==> src/rtl/shift_frame_tx.sv <==
// Parallel-to-serial transmitter: valid/ready word in, SOUT plus bit strobe, frame and done out.
// First bit appears the cycle after accept; a frame lasts WIDTH*DIV cycles, then GAP idle cycles.
module shift_frame_tx #(
  parameter int WIDTH = 4,
  parameter int DIV   = 1,
  parameter int GAP   = 1
) (
  input  logic             CLK,
  input  logic             MR,
  input  logic [WIDTH-1:0] IN,
  input  logic             DIR,
  input  logic             VALID,
  output logic             READY,
  output logic             SOUT,
  output logic             STB,
  output logic             FRAME,
  output logic             DONE
);

  localparam int CW = (WIDTH > 1) ? $clog2(WIDTH) : 1;
  localparam int DW = (DIV > 1) ? $clog2(DIV) : 1;
  localparam int GW = (GAP > 1) ? $clog2(GAP) : 1;

  typedef enum logic [1:0] {S_IDLE, S_SHIFT, S_GAP} state_t;

  state_t           state, state_nxt;
  logic             in_rst;
  logic [WIDTH-1:0] sreg;
  logic             dir_q;
  logic [CW-1:0]    bit_cnt;
  logic [DW-1:0]    div_cnt;
  logic [GW-1:0]    gap_cnt;
  logic             accept;

  // in_rst keeps READY low for the cycle following a sampled reset
  assign READY  = (state == S_IDLE) && !in_rst;
  assign FRAME  = (state == S_SHIFT);
  assign STB    = FRAME && (div_cnt == '0);
  assign DONE   = STB && (bit_cnt == '0);
  assign SOUT   = FRAME && (dir_q ? sreg[0] : sreg[WIDTH-1]);
  assign accept = VALID && READY;

  always_comb begin
    state_nxt = state;
    case (state)
      S_IDLE:  if (accept) state_nxt = S_SHIFT;
      S_SHIFT: if (DONE) state_nxt = (GAP > 0) ? S_GAP : S_IDLE;
      S_GAP:   if (gap_cnt == '0) state_nxt = S_IDLE;
      default: state_nxt = S_IDLE;
    endcase
  end

  always_ff @(posedge CLK) begin
    if (MR) begin
      state   <= S_IDLE;
      in_rst  <= 1'b1;
      sreg    <= '0;
      dir_q   <= 1'b0;
      bit_cnt <= '0;
      div_cnt <= '0;
      gap_cnt <= '0;
    end else begin
      state  <= state_nxt;
      in_rst <= 1'b0;
      case (state)
        S_IDLE: begin
          if (accept) begin
            sreg    <= IN;
            dir_q   <= DIR;
            bit_cnt <= CW'(WIDTH - 1);
            div_cnt <= DW'(DIV - 1);
          end
        end
        S_SHIFT: begin
          if (div_cnt != '0) begin
            div_cnt <= div_cnt - 1'b1;
          end else if (bit_cnt != '0) begin
            // advance toward the next bit in the latched order
            sreg    <= dir_q ? {1'b0, sreg[WIDTH-1:1]} : {sreg[WIDTH-2:0], 1'b0};
            bit_cnt <= bit_cnt - 1'b1;
            div_cnt <= DW'(DIV - 1);
          end else begin
            gap_cnt <= GW'(GAP - 1);
          end
        end
        S_GAP: gap_cnt <= gap_cnt - 1'b1;
        default: ;
      endcase
    end
  end

endmodule

==> config.mk <==
export PLATFORM = sky130hd
export DESIGN_NAME = shift_frame_tx
export DESIGN_NICKNAME = d
export VERILOG_FILES = /design/src/rtl/shift_frame_tx.sv
export SDC_FILE = /design/constraint.sdc
export NUM_CORES = 1
export LEC_CHECK = 0
export CAP_MARGIN = 5
export CORE_AREA = 8 8 45 47
export DETAILED_ROUTE_END_ITERATION = 10
export DIE_AREA = 0 0 53 55
export PLACE_DENSITY_LB_ADDON = 0.3
export SLEW_MARGIN = 5
export SYNTH_ARGS = -nofsm -noshare
export SYNTH_HDL_FRONTEND = slang
export SYNTH_SLANG_ARGS = --single-unit
==> constraint.sdc <==
create_clock -name CLK -period 1.95 [get_ports CLK]
set_input_delay 0.195 -clock CLK [delete_from_list [all_inputs] [get_ports CLK]]
set_output_delay 0.195 -clock CLK [all_outputs]
set_load 0.01 [all_outputs]
==> impl_results.md, run 1 <==
- Status: complete, no violations
- Mapped Cells: 61
- Core Region: 0.001384 mm^2
- Max-slew headroom: 65.90%
- Setup TNS Final: 0 ns
- Crit path DAT: 1.62 ns
- Sequential-to-total area share from yosys stat: 39.11%
- PwrDens: 726.0 mW/mm^2
- Worst-Margin Slew: 0.5093 ns
- Total CTS buffers: 3
- Grt total ovfl: 0
- Initial Util: 40.69%
- Final Wtd Congestion: 0.7267
- Post-CTS setup buffer count: 0
- Slowest CP cell: clkdlybuf4s50_1
- Clk sinks: 11
- WL per Instance: 14.79 um
- #FFs+latches synth: 11
- Clk root buf: clkbuf_4
- DRT Pass-1 Iters: 4
- Vias after detailed routing: 483
- First-pass GRT wire length: 2.283 mm
- Htree depth: 1
- Crit path time final: 1.810 ns
- Die area: 0.002915 mm^2
- Type of element capturing the critical path: primary output
- Syn nets: 70
- Max Slew Vio Count: 0
- Nets: 83
- GR met2 Demand/Resource: 17.77%
- Cell Chain, Critical Path: nand2b_1 > inv_2 > clkdlybuf4s50_1
- Synthesized area: 563.0 um^2
- Worst-Skew Late Latency: 0.27 ns
- Final Hold Viols: 0
- Gr busiest metal: met2
- Startpoint types: flop
- Final WL: 1.316 mm
- Row count: 14
- Worst Path Max Fanout: 8
- Leak pwr: 0.2630 nW
- Layout area overhead: 25.78%
- Diodes inserted: 0
- Clk slew on worst S/H paths: 0.07 ns
- Max Freq: 552.4 MHz
- Clock skew: 0.001961 ns
- GRT Total Usage: 10.45%
- Cts-stage hold buffer count: 0
- Die height: 55 um
- Initial antenna violation count: 0
- Via density per instance: 5.427
- Final HPWL DP: 988.5 um
- Hold crit path type: reg2reg
- M1 GR Usage: 11.59%
- CP max stage delay: 0.56 ns
- Drt drc: 0
- Synth cell types: 27
- Worst hold slack: 0.4897 ns
- 1st-iter DRT viols: 6
- Post-route ant nets: 0
- Die W: 53 um
- Critical path class: reg2out
- Final Setup Violations: 0
- Layout cell share with drive strength beyond 1: 16.44%
- Clock buffer depth: 2
- Global Route met3 Usage: 3.209%
- Reg2Reg Setup Slack: 0.36 ns
- Unrepaired setup endpoints after global routing: false
- Pwr Total: 514.2 uW
- Io pins: 13
- Yosys warns: 0
- Setup ws final: 0.1396 ns
- VDD IR max: 0.4044 mV
- Vias in the first global route: 536
- Maxcap violations: 0
- CTS tree: built
- Largest net degree at the start of global routing: 9
- Period Utilization, post-route: 92.84%
- Pre-CTS setup slack: 0.2826 ns
- Syn avg cell area: 9.230 um^2
- Count of input and output buffers: 12
- WP data required: 1.75 ns
## registers in the layout (all words and copies together) (netlist names)
name,cells
state,2
gap_cnt,1
dir_q,1
bit_cnt,2
in_rst,1
sreg,4
## repair_timing
action	4_1_cts	5_1_grt
resized for setup	1	2
hold endpoints to repair	0	0
setup endpoints to repair	2	3
cloned	0	0
## critical path, delay by kind of cell (launching register included)
family | cells | cell delay [ns]
flops | 1 | 0.37
buf+inv | 2 | 0.73
simple gates | 1 | 0.25
## cells by family (layout without fill, tap and decap cells)
family	count (synthesis)	count (layout)	share of synthesized area (%)
buffers and inverters	10	22	8.887
muxes	2	2	3.556
DFF	11	11	39.11
AOI/OAI and AO/OA	13	13	19.11
adders and majority gates	1	1	2.222
and+or+nand+nor	24	24	27.11
## synth_stat cells
master     count  area (um^2)
a21oi_1        3        15.01
buf_6          1        11.26
nor4b_4        1        23.77
a2111oi_0      1        8.760
o32ai_1        1        8.760
inv_1          5        18.77
nor3b_2        1        12.51
dfxtp_1       11        220.2
nand2_1        2        7.510
mux2i_1        2        20.02
or2_2          1        6.260
nor3_1         5        25.02
nand3_1        1        5.000
buf_2          1        5.000
buf_1          1        3.750
a311oi_1       2        17.52
nor2b_1        2        12.51
nor2_1         6        22.52
and3b_1        1        8.760
nor4bb_1       1        10.01
clkbuf_1       1        3.750
o21bai_2       1        11.26
buf_4          1        7.510
ha_1           1        12.51
nand2b_1       3        18.77
o32ai_2        1        16.27
a211oi_1       4        30.03
## final cells by class
cell class / instances / area [um^2]
repair buffers: 13 / 127.6
fillers: 143 / 675.6
clock buffers: 4 / 26.28
inverters: 5 / 18.77
well taps: 16 / 20.02
multi-input cells: 40 / 292.8
flip-flops and latches: 11 / 222.7
## through the flow
| stage | util, % | std cells | cell area, um^2 |
|---|---|---|---|
| detailed placement | 49.10 | 85 | 679.4 |
| CTS | 51.09 | 89 | 706.9 |
| global placement | 49.10 | 85 | 679.4 |
| floorplan | - | 61 | 563.0 |
| global route | 51.18 | 89 | 708.2 |
| finish | 51.18 | 89 | 708.2 |
## metal layers
metal / part of all wire [%] / up-vias
met1: 44 / 228
met4: 0.61 / 0
li1: - / 242
met3: 5.0 / 2
met2: 51 / 11
met5: 0 / -
## cell usage in the layout (no fill, tap or decap), drive strengths merged
cell type	count
a21oi	3
ha	1
nor3	5
buf	1
clkbuf	4
or2	1
a2111oi	1
nand2	2
mux2i	2
nand3	1
nor2	6
clkdlybuf4s50	12
nor4b	1
a211oi	4
o32ai	2
nor4bb	1
a311oi	2
o21bai	1
nor3b	1
and3b	1
nand2b	3
nor2b	2
dfxtp	11
inv	5
## final timing paths
kind,start,end,cells past startpoint
min,bit_cnt[0],bit_cnt[0],1
max,state[1],FRAME,3
max reg2reg,bit_cnt[0],sreg[0],5
min reg2reg,bit_cnt[0],bit_cnt[0],1
## power breakdown
part	switching, mW	internal, mW	total [mW]	leakage (nW)
Clock	0.0794	0.0791	0.159	0.0150
Combinational	0.0439	0.0543	0.0982	0.157
Sequential	0.0164	0.241	0.257	0.0913
Total	0.140	0.374	0.514	0.263
No activity file was read; power rests on OpenSTA's default activity.
==> run 2, diff against run 1 <==
--- a/config.mk
+++ b/config.mk
@@ -5,10 +5,9 @@
 export SDC_FILE = /design/constraint.sdc
 export NUM_CORES = 1
 export LEC_CHECK = 0
-export CAP_MARGIN = 5
-export CORE_AREA = 8 8 45 47
+export CORE_AREA = 2 2 39 41
 export DETAILED_ROUTE_END_ITERATION = 10
-export DIE_AREA = 0 0 53 55
+export DIE_AREA = 0 0 41 43
 export PLACE_DENSITY_LB_ADDON = 0.3
 export SLEW_MARGIN = 5
 export SYNTH_ARGS = -nofsm -noshare
==> run 2 against run 1 <==
Net effect:
- critical path depth unchanged
- cell count unchanged
- die area fell by 40%
- sequential share of layout area unchanged
- cell area unchanged
- core utilization unchanged
- combinational power shrank 2%
- clock power about the same
- largest cell class unchanged
- largest power group unchanged
==> impl_results.md, run 2 (same netlist as run 1, synthesis figures left out) <==
- Hold crit path type: reg2reg
- Initial antenna violation count: 0
- Initial Util: 40.69%
- Critical path class: reg2out
- Hold Crit Depth: 1
- Htree depth: 1
- Vias in the first global route: 440
- GRT Total Usage: 15.96%
- Clk sinks: 11
- Final Setup Violations: 0
- Startpoint types: flop
- Post-route ant nets: 0
- DRT Pass-1 Iters: 3
- Worst-Margin Slew: 0.5076 ns
- Io pins: 13
- Layout area overhead: 25.78%
- Worst Path Max Fanout: 8
- Multi-input logic area: 292.8 um^2
- Maxcap violations: 0
- Unrepaired setup endpoints after global routing: false
- Register area: 222.7 um^2
- Die height: 43 um
- Clock skew: 0.004084 ns
- Count of input and output buffers: 12
- Clock buffer depth: 2
- Registers with the most flip-flops: sreg: 4 flops, bit_cnt: 2 flops, state: 2 flops
- Finished Cell Area: 708.2 um^2
- Via density per instance: 5.416
- Fillers: 144
- Die area: 0.001763 mm^2
- Grt total ovfl: 0
- Row count: 14
- Max Freq: 557.4 MHz
- Commonest non-fill, non-tap cell in the layout: clkdlybuf4s50_1
- Final WL: 1.110 mm
- Max reg flops: 4
- Layout cell share with drive strength beyond 1: 16.44%
- Clk root buf: clkbuf_4
- Crit path time final: 1.794 ns
- Worst R2R Start: bit_cnt[0]
- Vias after detailed routing: 482
- Die W: 41 um
- Reg2Reg Setup Slack: 0.38 ns
- Core Region: 0.001384 mm^2
- Status: complete, no violations
- Most frequent cells in the layout: clkdlybuf4s50_1, dfxtp_1, nor2_1, nor3_1
- Nets: 83
- Setup TNS Final: 0 ns
- Final Hold Viols: 0
- Final HPWL DP: 823.4 um
- Total CTS buffers: 3
- Clk slew on worst S/H paths: 0.07 ns
- Worst-Skew Late Latency: 0.27 ns
- Largest net degree at the start of global routing: 9
- CP max stage delay: 0.55 ns
- Biggest register: sreg
- Placed Area: 679.4 um^2
- Max Slew Vio Count: 0
- Cells on worst reg2reg path: 5
- Final core occ: 51.18%
- 1st-iter DRT viols: 11
- CTS tree: built
- VDD IR max: 0.2843 mV
- Non-filler instance count after layout: 89
- Diodes inserted: 0
- Leak pwr: 0.2630 nW
- Cts-stage hold buffer count: 0
- PwrDens: 723.8 mW/mm^2
- Final Wtd Congestion: 0.7116
- Max-slew headroom: 66.01%
- Drt drc: 0
- Inst Count DP: 85
- Crit path from: state[1]
- Min-delay src: bit_cnt[0]
- Period Utilization, post-route: 92.01%
- Cell Chain, Critical Path: nand2b_1 > inv_2 > clkdlybuf4s50_1
- First-pass GRT wire length: 1.918 mm
- WL per Instance: 12.47 um
- WP data required: 1.75 ns
- Slowest CP cell: clkdlybuf4s50_1
- Type of element capturing the critical path: primary output
- Crit path DAT: 1.60 ns
==> run 2: cell counts in the layout (fill, tap and decap cells not counted) <==
No cell type changed its count.
==> run 2: path summary, 6_finish.rpt <==
path                                   end
worst max-delay path                 FRAME
worst min-delay path            bit_cnt[0]
worst max register to register     sreg[1]
worst min register to register  bit_cnt[0]
==> run 2: what timing repair did <==
item,in CTS,in global routing
setup endpoints to repair,2,2
gates cloned,0,0
buffers inserted,0,0
resized for setup,1,2
==> run 2: final cells by class <==
type / count / share of cell area [%]
multi-input cells: 40 / 41.34
well taps: 16 / 2.827
inverters: 5 / 2.650
flip-flops and latches: 11 / 31.45
repair buffers: 13 / 18.02
clock buffers: 4 / 3.710
==> run 2: critical path, delay by kind of cell, from the launching register on <==
family | cells | cell delay [ns]
buffers and inverters | 2 | 0.71
DFF | 1 | 0.37
and+or+nand+nor | 1 | 0.25
==> run 2: routing by layer <==
| layer | GRT usage, % | wire length (um) | vias up |
|---|---|---|---|
| li1 | - | - | 243 |
| met3 | 3.141 | 53 | 2 |
| met5 | 0 | 0 | - |
| met4 | 6.000 | 11 | 0 |
| met2 | 23.13 | 507 | 11 |
| met1 | 22.62 | 538 | 226 |
==> run 2: through the flow <==
stage / worst slack, ns / hold WS (ns) / power [mW]
2_1_floorplan: 0.5956 / 0.2227 / 0.3227
3_3_place_gp: 0.3403 / 0.4584 / 0.3568
3_5_place_dp: 0.2975 / 0.4727 / 0.3579
4_1_cts: 0.007309 / 0.4841 / 0.5180
5_1_grt: 0.07886 / 0.5166 / 0.5396
6_report: 0.1558 / 0.4785 / 0.5126
==> run 2: report_power, final <==
group          leakage (nW)  internal, mW  switching [mW]
Sequential           0.0913         0.241          0.0157
Clock                0.0150        0.0791          0.0802
Combinational         0.157        0.0543          0.0423
